File: config.mk
export PLATFORM = sky130hd
export DESIGN_NAME = osd_box_overlay
export DESIGN_NICKNAME = d
export VERILOG_FILES = /design/src/rtl/osd_box_overlay_pkg.sv /design/src/rtl/osd_box_overlay_hit.sv /design/src/rtl/osd_box_overlay.sv
export SDC_FILE = /design/constraint.sdc
export NUM_CORES = 1
export LEC_CHECK = 0
export CAP_MARGIN = 20
export CORE_UTILIZATION = 45
export CTS_CLUSTER_SIZE = 30
export DETAILED_ROUTE_END_ITERATION = 12
export GPL_TIMING_DRIVEN = 0
export SYNTH_ARGS = -nofsm -noshare
export SYNTH_HDL_FRONTEND = slang
export SYNTH_HIERARCHICAL = 1
export SYNTH_SLANG_ARGS = --single-unit
File: constraint.sdc
create_clock -name pixel_clk -period 7.1 [get_ports pixel_clk]
set_input_delay 0.71 -clock pixel_clk [delete_from_list [all_inputs] [get_ports pixel_clk]]
set_output_delay 0.71 -clock pixel_clk [all_outputs]
set_load 0.01 [all_outputs]
File: src/rtl/osd_box_overlay_pkg.sv
// Shared definitions for the OSD box overlay: coordinate widths, defaults and the box record.
package osd_box_overlay_pkg;

   localparam int unsigned COORD_W       = 11;
   localparam int unsigned CMP_W         = COORD_W + 1;
   localparam int unsigned NUM_BOXES_DEF = 4;
   localparam int unsigned BORDER_W_DEF  = 2;
   localparam int unsigned H_ACTIVE_DEF  = 512;
   localparam int unsigned SPLIT_X       = 512;
   localparam logic [15:0] BOX_COLOR_DEF = 16'hF800;

   typedef logic [CMP_W-1:0] cmp_t;

   typedef struct packed {
      logic               en;
      logic [COORD_W-1:0] x0;
      logic [COORD_W-1:0] y0;
      logic [COORD_W-1:0] x1;
      logic [COORD_W-1:0] y1;
   } box_t;

   // Inverted corners turn a box off entirely instead of wrapping.
   function automatic logic box_ok(input box_t b);
      return b.en && (b.x0 <= b.x1) && (b.y0 <= b.y1);
   endfunction

endpackage

File: src/rtl/osd_box_overlay_hit.sv
// Combinational outline test of one pixel against one box.
module osd_box_hit
   import osd_box_overlay_pkg::*;
#(
   parameter int unsigned H_ACTIVE = H_ACTIVE_DEF,
   parameter int unsigned BORDER_W = BORDER_W_DEF
) (
   input  logic [COORD_W-1:0] x,
   input  logic [COORD_W-1:0] y,
   input  box_t               box,
   output logic               hit
);

   localparam cmp_t B    = cmp_t'(BORDER_W);
   localparam cmp_t XLIM = cmp_t'(H_ACTIVE);

   cmp_t xe, ye, x0, y0, x1, y1;
   logic outer, inner;

   // One extra bit so x+B and x0+B never wrap.
   always_comb begin
      xe    = {1'b0, x};
      ye    = {1'b0, y};
      x0    = {1'b0, box.x0};
      y0    = {1'b0, box.y0};
      x1    = {1'b0, box.x1};
      y1    = {1'b0, box.y1};
      outer = (xe >= x0) && (xe <= x1) && (ye >= y0) && (ye <= y1);
      inner = (xe >= x0 + B) && (xe + B <= x1) && (ye >= y0 + B) && (ye + B <= y1);
      hit   = box_ok(box) && outer && !inner && (xe < XLIM);
   end

endmodule

File: src/rtl/osd_box_overlay.sv
// Draws up to NUM_BOXES outlines over the camera stream; shadow bank is applied only at frame start.
module osd_box_overlay
   import osd_box_overlay_pkg::*;
#(
   parameter int unsigned NUM_BOXES = NUM_BOXES_DEF,
   parameter int unsigned H_ACTIVE  = H_ACTIVE_DEF,
   parameter int unsigned BORDER_W  = BORDER_W_DEF,
   parameter logic [15:0] BOX_COLOR = BOX_COLOR_DEF,
   localparam int unsigned IDX_W    = (NUM_BOXES > 1) ? $clog2(NUM_BOXES) : 1
) (
   input  logic               pixel_clk,
   input  logic               rst,
   input  logic [COORD_W-1:0] pixel_x,
   input  logic [COORD_W-1:0] pixel_y,
   input  logic [15:0]        in_pixel,
   input  logic               in_valid,
   input  logic               osd_enable,
   input  logic               cfg_wr,
   input  logic [IDX_W-1:0]   cfg_idx,
   input  logic               cfg_en,
   input  logic [COORD_W-1:0] cfg_x0,
   input  logic [COORD_W-1:0] cfg_y0,
   input  logic [COORD_W-1:0] cfg_x1,
   input  logic [COORD_W-1:0] cfg_y1,
   input  logic               cfg_commit,
   output logic               cfg_busy,
   output logic               cfg_err,
   output logic [15:0]        out_pixel,
   output logic               out_valid,
   output logic [COORD_W-1:0] out_x,
   output logic [COORD_W-1:0] out_y
);

   localparam int unsigned STAGES = 2;

   box_t shadow   [NUM_BOXES];
   box_t active   [NUM_BOXES];
   box_t cmp_bank [NUM_BOXES];

   logic                 frame_start, apply;
   logic [NUM_BOXES-1:0] hit_c, hit_s1;
   logic [15:0]          pix_s1;
   logic [COORD_W-1:0]   x_s1, y_s1;
   logic                 osd_en_s1;
   logic [STAGES:1]      vld_pipe;

   assign frame_start = in_valid && (pixel_x == '0) && (pixel_y == '0);
   assign apply       = frame_start && cfg_busy;

   // On the committing edge the frame-start pixel already sees the new bank.
   always_comb begin
      for (int i = 0; i < NUM_BOXES; i++)
         cmp_bank[i] = apply ? shadow[i] : active[i];
   end

   for (genvar g = 0; g < NUM_BOXES; g++) begin : g_hit
      osd_box_hit #(.H_ACTIVE(H_ACTIVE), .BORDER_W(BORDER_W)) u_hit (
         .x   (pixel_x),
         .y   (pixel_y),
         .box (cmp_bank[g]),
         .hit (hit_c[g])
      );
   end

   always_ff @(posedge pixel_clk) begin
      if (rst) begin
         for (int i = 0; i < NUM_BOXES; i++) begin
            shadow[i] <= '0;
            active[i] <= '0;
         end
         cfg_busy <= 1'b0;
         cfg_err  <= 1'b0;
      end else begin
         for (int i = 0; i < NUM_BOXES; i++) begin
            if (cfg_wr && !cfg_busy && (cfg_idx == IDX_W'(i)))
               shadow[i] <= '{en: cfg_en, x0: cfg_x0, y0: cfg_y0, x1: cfg_x1, y1: cfg_y1};
            if (apply)
               active[i] <= shadow[i];
         end
         // A commit on the frame-start cycle re-arms for the following frame.
         cfg_busy <= (cfg_busy && !apply) || cfg_commit;
         cfg_err  <= cfg_wr && cfg_busy;
      end
   end

   always_ff @(posedge pixel_clk) begin
      if (rst) begin
         vld_pipe  <= '0;
         hit_s1    <= '0;
         pix_s1    <= '0;
         x_s1      <= '0;
         y_s1      <= '0;
         osd_en_s1 <= 1'b0;
         out_pixel <= '0;
         out_x     <= '0;
         out_y     <= '0;
      end else begin
         vld_pipe  <= {vld_pipe[STAGES-1:1], in_valid};
         hit_s1    <= hit_c;
         pix_s1    <= in_pixel;
         x_s1      <= pixel_x;
         y_s1      <= pixel_y;
         osd_en_s1 <= osd_enable;
         if (!vld_pipe[1])
            out_pixel <= '0;
         else if (osd_en_s1 && (|hit_s1))
            out_pixel <= BOX_COLOR;
         else
            out_pixel <= pix_s1;
         out_x     <= x_s1;
         out_y     <= y_s1;
      end
   end

   assign out_valid = vld_pipe[STAGES];

endmodule

==> flow_summary.toml <==
[finish]
multiInputGateArea_um2 = 16400
layout_commonest_cell = "ha_1"
fin_nets = 3476
fill_cells = 5843
final_cell_mix = "ha_1 (440), and2_1 (373), edfxtp_1 (360)"
syn_to_final_growth_pct = 14.4
final_layout_size_suffix_gt1_frac = 0.0931
seq_area_um2 = 12500

[place]
hpwl_um = 67100
io_buffers = 131
dp_slack_ps = 13.8
routabilityCongestion = 0.896

[floorplanning]
start_util = 0.456
rows = 94
io_pins = 132
die_w_um = 260
dieArea_um2 = 67700
core_area_um2 = 65900
die_h_um = 260

[clocking]
postCtsHoldBufs = 0
cts_inserted_buffers = 50
cts_resized = 0
cts_sinks = 445
clock_tree.root_cell = "clkbuf_16"
cts_setup_buffers = 0
cts_tree = "built"
clk_path_buf_depth = 3
clock_latency_ps = 610
h-tree-depth = 2
path_clk_slew_ps = 60

[synth]
synth_area_um2 = 30000
yosysTopAreaCell = "edfxtp_1"
synth_area_leaders = "edfxtp_1 (36%), ha_1 (18%), and2_1 (7.8%), dfxtp_1 (5.7%), mux2_2 (3.4%)"
synth.distinct_cells = 75
yosysSeqAreaShare = 0.417
ys.warnings.count = 6
syn_inst = 2745
synth_edf_count = 360
ys_ff_latch = 445
netlist.area_leader.share = 0.360
synthFlopType = "edfxtp_1"
synth.net_count = 3276
syn_area_per_cell_um2 = 10.9
synthArstFlopShare = 0

[worst_setup_path]
required_ps = 7570
timing.rr.start = "cfg_busy"
cp-endpoint = "hit_s1[3]"
crit_start = "pixel_x[0]"
timing.rr.end = "hit_s1[3]"
arrival_ps = 7020
slowest_stage = "clkdlybuf4s50_1"
cp-start-kind = "input port"
r2r_cells = 17
ff2ff_setup_slack_ps = 1740
cp_top_family = "simple AND/OR/NAND/NOR gates"
path_buf_inv = 5
cp-end-kind = "register"
crit_chain = "clkdlybuf4s50_1 > nor4_1 > nand4_1 > nor3_1 > buf_2 > buf_6 > buf_6 > mux2_1 > ha_1 > nand3_1 > nor4_1 > xnor2_1 > ha_1 > nand3_1 > o41ai_1 > nor4b_1 > buf_2 > a2111oi_2 > nor2b_1"
critPathMaxStageDelay_ps = 810
cp.depth = 19
path_max_fanout = 10
path_class = "input port to register"

[timing]
slew_viol_final = 0
setup_viol = 0
rsz0062_at_grt = "no"
min_period_ps = 6550
worst_pin_slew_ps = 1000
period_share = 0.923
setup_slack_ps = 549
hold_violations = 0
skew_ps = 32.6
slew_headroom = 0.326
max_freq_ghz = 0.153
whs_ps = 431

[route]
via_per_inst = 5.73
vias = 22100
avgRoutedWirePerCell_um = 23.4
dr.pass1.iters = 6
initialDrtViolationCount = 1635
drc = 0
wirelength_um = 90300
postRouteAntennaNets = 0

[global_route]
grt_pass1_wl_um = 135000
track_usage = 0.267
antenna_found_initial = 4
grt_pass1_vias = 22200
grt_max_degree = 61
grt_overflow = 0

[power_and_ir_drop]
ir_drop_mv = 0.169
power_leakage_uw = 0.0142
p_per_area_nw_per_um2 = 191
power_uw = 6570

[hold_path]
hp-class = "register to register"

[status]
status = "completed"

[run]
cap_viol_max_count = 0
area by class of cell:
| type | count | area share |
|---|---|---|
| diodes | 4 | 0.000292 |
| well taps | 864 | 0.0315 |
| clock inverters | 24 | 0.00682 |
| inverters | 206 | 0.0225 |
| repair buffers | 148 | 0.0425 |
| multi-input cells | 2030 | 0.479 |
| flip-flops and latches | 445 | 0.364 |
| plain buffers | 64 | 0.0101 |
| clock buffers | 70 | 0.0429 |
worst min path at each step:
| stage | startpoint | to | slack, ps | cells past startpoint |
|---|---|---|---|---|
| finish | pix_s1[0] | out_pixel[0] | 430 | 1 |
| global route | pix_s1[0] | out_pixel[0] | 440 | 1 |
| floorplan | pix_s1[0] | out_pixel[0] | 410 | 1 |
| global placement | pix_s1[8] | out_pixel[8] | 410 | 1 |
| CTS | pix_s1[8] | out_pixel[8] | 430 | 1 |
| detailed placement | pix_s1[4] | out_pixel[4] | 420 | 1 |
worst reg2reg max path, delay by kind of cell (launching register included):
family / cells / cell delay [ps]
AND/OR/NAND/NOR: 6 / 1640
buffers and inverters: 5 / 1290
AO/OA/AOI/OAI: 2 / 640
flip-flops: 1 / 630
adder cells (fa/ha/maj): 2 / 570
multiplexers: 1 / 310
XOR/XNOR: 1 / 140
sequential cells by signal, summed over array words and instances (netlist names):
signal	cells
y_s1	11
shadow	180
cfg_err	1
osd_en_s1	1
vld_pipe	2
active	180
cfg_busy	1
out_pixel	16
pix_s1	16
x_s1	11
hit_s1	4
out_y	11
out_x	11
synth_stat cells, drive strengths merged, types with 17 or more instances:
library cell / count
ha: 440
and2: 373
edfxtp: 360
inv: 206
mux2: 180
a21oi: 113
xnor2: 106
nand3: 94
nor2b: 89
dfxtp: 85
nor2: 85
nand2: 79
o21ai: 66
nand4: 64
a21o: 41
nor3: 35
clkbuf: 33
buf: 31
a211oi: 26
nor4: 23
o211ai: 23
xor2: 22
and3: 17
routing by layer:
layer	routed length [µm]	track usage
met5	0	0
met4	2330	0.0789
met3	5400	0.0360
met2	41600	0.437
met1	40900	0.365
power by group:
part / total [µW] / internal, µW / switching (µW)
combinational: 940 / 364 / 577
clock: 2670 / 1570 / 1100
sequential: 2960 / 2920 / 39.3
logic make-up (layout without fill, tap and decap cells):
logic type | Yosys count | after routing | share of synthesized area
DFF | 445 | 445 | 0.417
muxes | 181 | 181 | 0.0679
AOI/OAI and AO/OA | 374 | 374 | 0.0822
buffers and inverters | 270 | 512 | 0.0374
xor gates and xnor gates | 128 | 128 | 0.0374
adders and majority gates | 440 | 440 | 0.183
and+or+nand+nor | 907 | 907 | 0.175
other | 0 | 4 | 0
through the flow:
| stage | cell area (µm²) | TNS (ps) | instances | util |
|---|---|---|---|---|
| floorplan | 30000 | 0 | 2745 | - |
| global placement | 32400 | -277830 | 3740 | 0.492 |
| detailed placement | 32600 | 0 | 3756 | 0.495 |
| CTS | 34300 | 0 | 3850 | 0.521 |
| global route | 34300 | 0 | 3851 | 0.521 |
| finish | 34300 | 0 | 3855 | 0.521 |
Power figures use the tool's default switching activity.
